### config.mk
export PLATFORM = sky130hd
export DESIGN_NAME = fill_rect_engine
export DESIGN_NICKNAME = d
export VERILOG_FILES = /design/src/rtl/gfx_pkg.sv /design/src/rtl/fill_rect_clip.sv /design/src/rtl/fill_rect_engine.sv
export SDC_FILE = /design/constraint.sdc
export NUM_CORES = 1
export LEC_CHECK = 0
export CORE_MARGIN = 5
export CORE_UTILIZATION = 59
export DETAILED_ROUTE_END_ITERATION = 10
export DONT_BUFFER_PORTS = 1
export PLACE_DENSITY = 0.89
export SLEW_MARGIN = 10
export SYNTH_ARGS = -nofsm -noshare
export SYNTH_HDL_FRONTEND = slang
export SYNTH_SLANG_ARGS = --single-unit
### constraint.sdc
create_clock -name clk -period 3.3 [get_ports clk]
set_input_delay 0.825 -clock clk [delete_from_list [all_inputs] [get_ports clk]]
set_output_delay 0.825 -clock clk [all_outputs]
set_load 0.02 [all_outputs]
### src/rtl/gfx_pkg.sv
// Shared constants, command field layout and FSM encoding for the rectangle fill engine.
// Coordinates are 13.3 fixed point on the command interface and plain integers internally.
package gfx_pkg;

    localparam int unsigned H_RES     = 640;
    localparam int unsigned V_RES     = 480;
    localparam int unsigned FRAC_BITS = 3;
    localparam int unsigned COLOR_W   = 4;

    // 14 bits holds the sum of two 13-bit integer parts without wrapping
    localparam int unsigned COORD_W = 14;
    localparam int unsigned FIELD_W = 16;
    localparam int unsigned CHAN_W  = 8;
    localparam int unsigned CMD_W   = 88;

    localparam int unsigned X_LSB   = 72;
    localparam int unsigned Y_LSB   = 56;
    localparam int unsigned WID_LSB = 40;
    localparam int unsigned HGT_LSB = 24;
    localparam int unsigned R_LSB   = 16;
    localparam int unsigned G_LSB   = 8;
    localparam int unsigned B_LSB   = 0;

    localparam logic [1:0] ST_IDLE = 2'd0;
    localparam logic [1:0] ST_LOAD = 2'd1;
    localparam logic [1:0] ST_RUN  = 2'd2;
    localparam logic [1:0] ST_DONE = 2'd3;

    typedef struct packed {
        logic [FIELD_W-1:0] x;
        logic [FIELD_W-1:0] y;
        logic [FIELD_W-1:0] wid;
        logic [FIELD_W-1:0] hgt;
    } rect_cmd_t;

    // Keeps the low nibble of each 8-bit channel.
    function automatic logic [3*COLOR_W-1:0] pack_color(input logic [CHAN_W-1:0] r,
                                                        input logic [CHAN_W-1:0] g,
                                                        input logic [CHAN_W-1:0] b);
        return {COLOR_W'(r), COLOR_W'(g), COLOR_W'(b)};
    endfunction

endpackage

### src/rtl/fill_rect_clip.sv
// Combinational clipping of a captured fill command against the frame.
// Produces integer start corner, exclusive end corner and an empty flag.
module fill_rect_clip #(
    parameter int unsigned H_RES = gfx_pkg::H_RES,
    parameter int unsigned V_RES = gfx_pkg::V_RES
) (
    input  gfx_pkg::rect_cmd_t            cmd_i,
    output logic [gfx_pkg::COORD_W-1:0]   x0_o,
    output logic [gfx_pkg::COORD_W-1:0]   y0_o,
    output logic [gfx_pkg::COORD_W-1:0]   x_end_o,
    output logic [gfx_pkg::COORD_W-1:0]   y_end_o,
    output logic                          empty_o
);
    import gfx_pkg::*;

    logic [COORD_W-1:0] w;
    logic [COORD_W-1:0] h;
    logic [COORD_W-1:0] x_sum;
    logic [COORD_W-1:0] y_sum;

    always_comb begin
        x0_o = COORD_W'(cmd_i.x >> FRAC_BITS);
        y0_o = COORD_W'(cmd_i.y >> FRAC_BITS);
        w    = COORD_W'(cmd_i.wid >> FRAC_BITS);
        h    = COORD_W'(cmd_i.hgt >> FRAC_BITS);

        x_sum = x0_o + w;
        y_sum = y0_o + h;

        x_end_o = (x_sum > COORD_W'(H_RES)) ? COORD_W'(H_RES) : x_sum;
        y_end_o = (y_sum > COORD_W'(V_RES)) ? COORD_W'(V_RES) : y_sum;

        empty_o = (w == '0) || (h == '0) ||
                  (x0_o >= COORD_W'(H_RES)) || (y0_o >= COORD_W'(V_RES));
    end

endmodule

### src/rtl/fill_rect_engine.sv
// Solid rectangle fill engine: pops one command, clips it and streams one pixel
// write per accepted cycle in raster order, then pulses done.
module fill_rect_engine #(
    parameter int unsigned H_RES  = gfx_pkg::H_RES,
    parameter int unsigned V_RES  = gfx_pkg::V_RES,
    parameter int unsigned ADDR_W = 19
) (
    input  logic                            clk,
    input  logic                            rst_,
    input  logic                            cmd_valid,
    input  logic [gfx_pkg::CMD_W-1:0]       cmd_data,
    output logic                            cmd_rd,
    output logic                            pix_we,
    output logic [ADDR_W-1:0]               pix_addr,
    output logic [3*gfx_pkg::COLOR_W-1:0]   pix_data,
    input  logic                            pix_ready,
    output logic                            busy,
    output logic                            done
);
    import gfx_pkg::*;

    localparam int unsigned PIX_W = 3 * COLOR_W;

    logic [1:0]         state_q, state_d;
    rect_cmd_t          cmd_q, cmd_d;
    logic [PIX_W-1:0]   color_q, color_d;
    logic               cmd_rd_q, cmd_rd_d;
    logic [COORD_W-1:0] x_cnt_q, x_cnt_d;
    logic [COORD_W-1:0] y_cnt_q, y_cnt_d;
    logic [COORD_W-1:0] x_end_q, x_end_d;
    logic [COORD_W-1:0] y_end_q, y_end_d;
    logic [ADDR_W-1:0]  row_base_q, row_base_d;

    logic [COORD_W-1:0] clip_x0;
    logic [COORD_W-1:0] clip_y0;
    logic [COORD_W-1:0] clip_x_end;
    logic [COORD_W-1:0] clip_y_end;
    logic               clip_empty;

    logic               xfer;
    logic               last_col;
    logic               last_row;

    // cmd_q only changes in IDLE, so the clip outputs stay valid for the whole run
    fill_rect_clip #(
        .H_RES (H_RES),
        .V_RES (V_RES)
    ) u_clip (
        .cmd_i   (cmd_q),
        .x0_o    (clip_x0),
        .y0_o    (clip_y0),
        .x_end_o (clip_x_end),
        .y_end_o (clip_y_end),
        .empty_o (clip_empty)
    );

    always_comb begin
        state_d    = state_q;
        cmd_d      = cmd_q;
        color_d    = color_q;
        cmd_rd_d   = 1'b0;
        x_cnt_d    = x_cnt_q;
        y_cnt_d    = y_cnt_q;
        x_end_d    = x_end_q;
        y_end_d    = y_end_q;
        row_base_d = row_base_q;

        xfer     = (state_q == ST_RUN) && pix_ready;
        last_col = (x_cnt_q == x_end_q - COORD_W'(1));
        last_row = (y_cnt_q == y_end_q - COORD_W'(1));

        case (state_q)
            ST_IDLE: begin
                if (cmd_valid) begin
                    cmd_rd_d    = 1'b1;
                    cmd_d.x     = cmd_data[X_LSB +: FIELD_W];
                    cmd_d.y     = cmd_data[Y_LSB +: FIELD_W];
                    cmd_d.wid   = cmd_data[WID_LSB +: FIELD_W];
                    cmd_d.hgt   = cmd_data[HGT_LSB +: FIELD_W];
                    color_d     = pack_color(cmd_data[R_LSB +: CHAN_W],
                                             cmd_data[G_LSB +: CHAN_W],
                                             cmd_data[B_LSB +: CHAN_W]);
                    state_d     = ST_LOAD;
                end
            end
            ST_LOAD: begin
                x_end_d    = clip_x_end;
                y_end_d    = clip_y_end;
                x_cnt_d    = clip_x0;
                y_cnt_d    = clip_y0;
                row_base_d = ADDR_W'(clip_y0) * ADDR_W'(H_RES);
                state_d    = clip_empty ? ST_DONE : ST_RUN;
            end
            ST_RUN: begin
                if (xfer) begin
                    if (!last_col) begin
                        x_cnt_d = x_cnt_q + COORD_W'(1);
                    end else if (last_row) begin
                        state_d = ST_DONE;
                    end else begin
                        x_cnt_d    = clip_x0;
                        y_cnt_d    = y_cnt_q + COORD_W'(1);
                        row_base_d = row_base_q + ADDR_W'(H_RES);
                    end
                end
            end
            ST_DONE: begin
                state_d = ST_IDLE;
            end
            default: begin
                state_d = ST_IDLE;
            end
        endcase
    end

    always_ff @(posedge clk or negedge rst_) begin
        if (!rst_) begin
            state_q    <= ST_IDLE;
            cmd_q      <= '0;
            color_q    <= '0;
            cmd_rd_q   <= 1'b0;
            x_cnt_q    <= '0;
            y_cnt_q    <= '0;
            x_end_q    <= '0;
            y_end_q    <= '0;
            row_base_q <= '0;
        end else begin
            state_q    <= state_d;
            cmd_q      <= cmd_d;
            color_q    <= color_d;
            cmd_rd_q   <= cmd_rd_d;
            x_cnt_q    <= x_cnt_d;
            y_cnt_q    <= y_cnt_d;
            x_end_q    <= x_end_d;
            y_end_q    <= y_end_d;
            row_base_q <= row_base_d;
        end
    end

    assign cmd_rd   = cmd_rd_q;
    assign pix_we   = (state_q == ST_RUN);
    assign pix_addr = row_base_q + ADDR_W'(x_cnt_q);
    assign pix_data = color_q;
    assign busy     = (state_q != ST_IDLE);
    assign done     = (state_q == ST_DONE);

endmodule

# --- Yosys cells after proc, flatten, opt, wreduce, memory -nomap -nowiden ---
# Index checks and enable logic that the tools add are counted.
totals:
  ff_bits: 154
  inputBits: 92
  output_inout_bits: 35
  wordCells: 71
classes:
  n_addsub: 8
  multipliers: 1
  n_lt_le_gt_ge: 4
  n_eq_ne: 11
  muxes: 22
  reduce_logical: 13
ops:
  columns: ["operator", "n"]
  rows:
  - ["$mux W14", 8]
  - ["$mux W19", 3]
  - ["$pmux W14 S2", 2]
  - ["$pmux W19 S2", 1]
  - ["$add A13 B13 Y14", 2]
  - ["$add A14 B1 Y14 const B", 2]
  - ["$eq A14 B14 Y1", 2]
  - ["$logic_not A14 Y1", 2]
  - ["$sub A14 B1 Y14 const B", 2]
  - ["$add A19 B10 Y19 const B", 1]
  - ["$add A19 B14 Y19", 1]
  - ["$gt A14 B10 Y1 const B", 1]
  - ["$gt A14 B9 Y1 const B", 1]
  - ["$ge A13 B10 Y1 const B", 1]
  - ["$ge A13 B9 Y1 const B", 1]
  - ["$mul A13 B3 Y12 const B", 1]
  - ["$mux W2", 4]
  - ["$pmux W2 S4", 1]
  - ["$reduce_and A4 Y1", 2]
  - ["$ne A2 B1 Y1 const B", 3]
  - ["$eq A2 B2 Y1 const B", 2]
  - ["$ne A2 B2 Y1 const B", 2]
  - ["$reduce_bool A2 Y1", 2]
  - ["$logic_or A1 B1 Y1", 3]
  - ["other kinds (7)", 9]

# --- Longest topological paths before layout ---
depth:
  depth_word: 6
  mapped_depth: 14
  ltp_nobuf: 11

# --- By module ---
# Synthesis repeated with hierarchy kept, for this count alone.
unflattened:
  hier_cells: 1021
  area_unflattened_um2: 10247.3
modules_own_cells:
  columns: ["module", "n_inst", "cells_per_inst", "area_each_um2", "seq_area_each_um2"]
  rows:
  - ["fill_rect_engine", 1, 769, 8380.5, 3678.5]
  - ["fill_rect_clip", 1, 252, 1866.8, 0.0]

# --- Worst setup path before layout ---
# No wires, ideal clock.
synth_timing:
  kind: "register to register"
  startpoint: "register x_end_q[4]"
  endpoint: "register row_base_q[7]"
  setup_ns: 0.127
  t_arrival_ns: 3.074
  required_time_ns: 3.173
  setup_slack_ns: 0.099
  stages_incl_launch_ff: 12
  path_buffers: 3
  period_less_slack_ns: 3.201
  cell_sequence: "dfrtp_1 -> buf_6 -> or4_4 -> or4_1 -> a32oi_1 -> a22oi_2 -> nor4_2 -> and4_1 -> buf_2 -> or2_1 -> buf_4 -> mux2_1"
synth_via:
  elab_chain_len: 4
synth_rtl:
  columns: ["element", "line_no", "text"]
  rows:
  - ["start, declared", "fill_rect_engine.sv:30", "logic [COORD_W-1:0] x_end_q, x_end_d;"]
  - ["start signal, assigned", "fill_rect_engine.sv:134", "x_end_q <= x_end_d;"]
  - ["$sub A14 B1 Y14", "fill_rect_engine.sv:69", "last_col = (x_cnt_q == x_end_q - COORD_W'(1));"]
  - ["$eq A14 B14 Y1", "fill_rect_engine.sv:69", null]
  - ["$ne A2 B1 Y1 (no source line)", null, null]
  - ["$reduce_and A4 Y1 (no source line)", null, null]
  - ["end signal, assigned", "fill_rect_engine.sv:136", "row_base_q <= row_base_d;"]
  - ["end, declared", "fill_rect_engine.sv:32", "logic [ADDR_W-1:0] row_base_q, row_base_d;"]
# No other way between the ends.
# A chain may end at the register's enable or synchronous reset.

# --- Worst setup path in the final report ---
layout_timing:
  startpoint: "register x_cnt_q[8]"
  endpoint: "output port pix_addr[15]"
layout_via:
  elab_chain_len: 1
layout_rtl:
  columns: ["element", "line_no", "text"]
  rows:
  - ["start, declared", "fill_rect_engine.sv:28", "logic [COORD_W-1:0] x_cnt_q, x_cnt_d;"]
  - ["start signal, assigned", "fill_rect_engine.sv:132", "x_cnt_q <= x_cnt_d;"]
  - ["$add A19 B14 Y19", "fill_rect_engine.sv:142", "assign pix_addr = row_base_q + ADDR_W'(x_cnt_q);"]
  - ["end, declared", "fill_rect_engine.sv:14", "output logic [ADDR_W-1:0] pix_addr,"]
# No other way between the ends.

==> impl_metrics.json <==
{
  "critical_path_class": "reg2out",
  "wl_mm": 23.32,
  "vias": 7603,
  "violations": "negative setup slack",
  "seq_area_frac_synth_pct": 36.45,
  "clock_path_buffers": 2,
  "rsz0062_at_grt": "true",
  "power_mw": 5.119,
  "async_reset_ff_share_pct": 100.0,
  "synth.mux.area_fraction_pct": 10.06,
  "via_per_inst": 6.600,
  "final-hold-violation-count": 0,
  "die_height_um": 135.3,
  "final_util_pct": 67.62,
  "rrSetupSlack_ns": 0.09,
  "cap_violations": 0,
  "clk_pin_slew_ns": 0.06,
  "initial_core_util_pct": 60.52,
  "grt_use_total_pct": 25.88,
  "synth_fa_ha_area_share_pct": 8.747,
  "synth-seq-cells": 135,
  "synth_area_per_cell_um2": 10.12,
  "hpwl_mm": 16.38,
  "final-setup-viol-count": 2,
  "die_w_um": 135.3,
  "drt-initial-drc-count": 677,
  "ys_types": 88,
  "finalCritPeriodShare_pct": 101.0,
  "netlist_instances": 916,
  "grt_pass1_vias": 7567,
  "period_needed_ns": 3.335,
  "dp_slack_ns": -0.07286,
  "max_slew_margin_pct": 49.27,
  "finish.instance_area_um2": 10360,
  "drive_above_1_share_pct": 21.79,
  "r2r-end": "x_cnt_q[0]",
  "crit_end": "pix_addr[15]",
  "finalMaxSlewViolations": 0,
  "io_pins": 127,
  "ys.flop_type": "dfrtp_1",
  "synthXorXnorAreaFrac_pct": 6.331,
  "start_kind": "register",
  "synth_warnings": 0,
  "clock_skew_ns": 0.007420,
  "worstReg2RegStart": "x_end_q[0]",
  "antenna_found_initial": 0,
  "ff2ff_path_depth": 10,
  "clk_latency_ns": 0.43,
  "syn_area_um2": 9269,
  "synth-compound-area-share_pct": 17.14,
  "dieArea_um2": 18320,
  "cts_sinks": 135,
  "overflow": 0,
  "tns_ns": -0.06823,
  "io_buffers": 0,
  "crit_required_ns": 2.47,
  "htree_levels": 4,
  "synth_edf_count": 0,
  "drcViolationCount": 0,
  "critical_path.max_fanout": 5,
  "arrival_ns": 2.51,
  "peakVddDrop_mv": 0.3651,
  "outcome": "finished with violations",
  "p_per_area_nw_per_um2": 494.3,
  "synth_top_family_by_area": "compound AO/OA/AOI/OAI gates",
  "firstDrtPassIters": 5,
  "grt_max_degree": 136,
  "grt_pass1_wl_mm": 38.24,
  "setup.worst_path.start": "x_cnt_q[8]",
  "syn_nets": 1071,
  "area_growth_pct": 11.73,
  "nets": 1083,
  "leakage_nw": 5.049,
  "end_kind": "primary output",
  "tightest_slew_ns": 0.7582,
  "cts_made_buffers": 17,
  "n_antenna_cell": 0,
  "layout_common_cells": "dfrtp_1 (133), mux2_2 (67), ha_1 (57)",
  "gp_congestion": 0.8975,
  "cts_root_buf": "clkbuf_16",
  "dpl-instance-area_um2": 9527,
  "core_um2": 15310,
  "postRouteAntennaNets": 0,
  "cts_tree": "built",
  "fin_ws_ns": -0.03464,
  "worstHoldPathType": "in2async",
  "fp-row-count": 45,
  "synth_simple_gate_area_share_pct": 16.77,
  "routedWlPerCell_um": 20.25,
  "layout_commonest_cell": "dfrtp_1",
  "max_freq_ghz": 0.2999
}
[state kept, by name (all words and copies together), names as in the netlist]
signal / flops
cmd_rd: 1
pix_data: 12
state_q: 2
row_base_q: 12
y_cnt_q: 14
y_end_q: 14
cmd_q: 52
x_end_q: 14
x_cnt_q: 14
[repair_timing]
item,in CTS,in global routing
hold buffers,0,0
setup endpoints to repair,6,55
resized for setup,11,19
pin swaps,7,13
setup buffers,7,6
cloned,0,0
[routing by layer]
layer  vias to the layer above  share of wire (%)  routed length [um]  global-route usage (%)
met5                         -                  0                   0                       0
met4                         0                2.5                 580                   9.015
met3                        64                9.2                2141                   8.024
met2                       366                 47               11030                   41.73
met1                      3701                 41                9575                   33.13
li1                       3472                  -                   -                       -
[stage by stage]
stage | std cells | hold slack [ns]
3_5_place_dp | 1107 | 0.5106
6_report | 1152 | 0.08230
2_1_floorplan | 916 | 0.4737
4_1_cts | 1146 | 0.08350
5_1_grt | 1152 | 0.07065
3_3_place_gp | 1107 | 0.5087
[Yosys cell counts (9+ instances only)]
cell | number | share of area [%]
a21o_1 | 13 | 1.1
a21oi_1 | 53 | 2.9
a2bb2oi_2 | 10 | 1.6
and3_1 | 22 | 1.5
clkbuf_1 | 38 | 1.5
dfrtp_1 | 135 | 36
ha_1 | 60 | 8.1
inv_1 | 34 | 1.4
mux2_2 | 67 | 8.1
mux2i_1 | 14 | 1.5
nand2_1 | 39 | 1.6
nand2b_1 | 11 | 0.74
nand3_1 | 21 | 1.1
nand4_1 | 17 | 1.1
nor2_1 | 38 | 1.5
nor2b_1 | 14 | 0.94
nor3_1 | 29 | 1.6
nor4_1 | 15 | 1.0
o21ai_0 | 24 | 1.3
o32ai_1 | 9 | 0.85
xnor2_1 | 41 | 3.9
xor2_1 | 26 | 2.5
[final cells by class]
cell class	count	area (um^2)
Clock buffer	17	425.4
Clock inverter	15	155.1
Fill cell	1103	4959
Inverter	35	131.4
Multi-Input combinational cell	691	5603
Sequential cell	135	3381
Tap cell	211	264.0
Timing Repair Buffer	48	396.6
[worst min-delay path by stage]
stage                               from              to  slack [ns]  cells after the start
after floorplan           row_base_q[18]  row_base_q[18]        0.47                      1
after CTS                           rst_       cmd_q[52]        0.08                      0
after detailed placement     x_end_q[13]     x_end_q[13]        0.51                      1
final                               rst_   row_base_q[8]        0.08                      0
after global routing                rst_  row_base_q[18]        0.07                      0
after global placement       y_end_q[13]     y_end_q[13]        0.51                      1
[cells by family after synthesis]
group	after synthesis
AND/OR/NAND/NOR	266
buffers and inverters	90
multiplexers	84
flip-flops	135
AO/OA/AOI/OAI	211
XOR/XNOR	67
adder cells (fa/ha/maj)	63
[report_power, final]
part | switching (mW) | internal [mW]
registers | 0.234 | 1.75
logic | 0.669 | 0.584
clock network | 0.772 | 1.11
[worst max-delay path, stage by stage (launching register included)]
cell and delay, ns:
dfrtp_1 0.41, ha_4 0.26, a21o_1 0.19, a21oi_2 0.20, o21bai_2 0.09, a21oi_2 0.18, o21bai_2 0.10, a21oi_4 0.22
nand2b_4 0.17, xnor2_2 0.10, buf_4 0.15
Power figures use the tool's default switching activity.
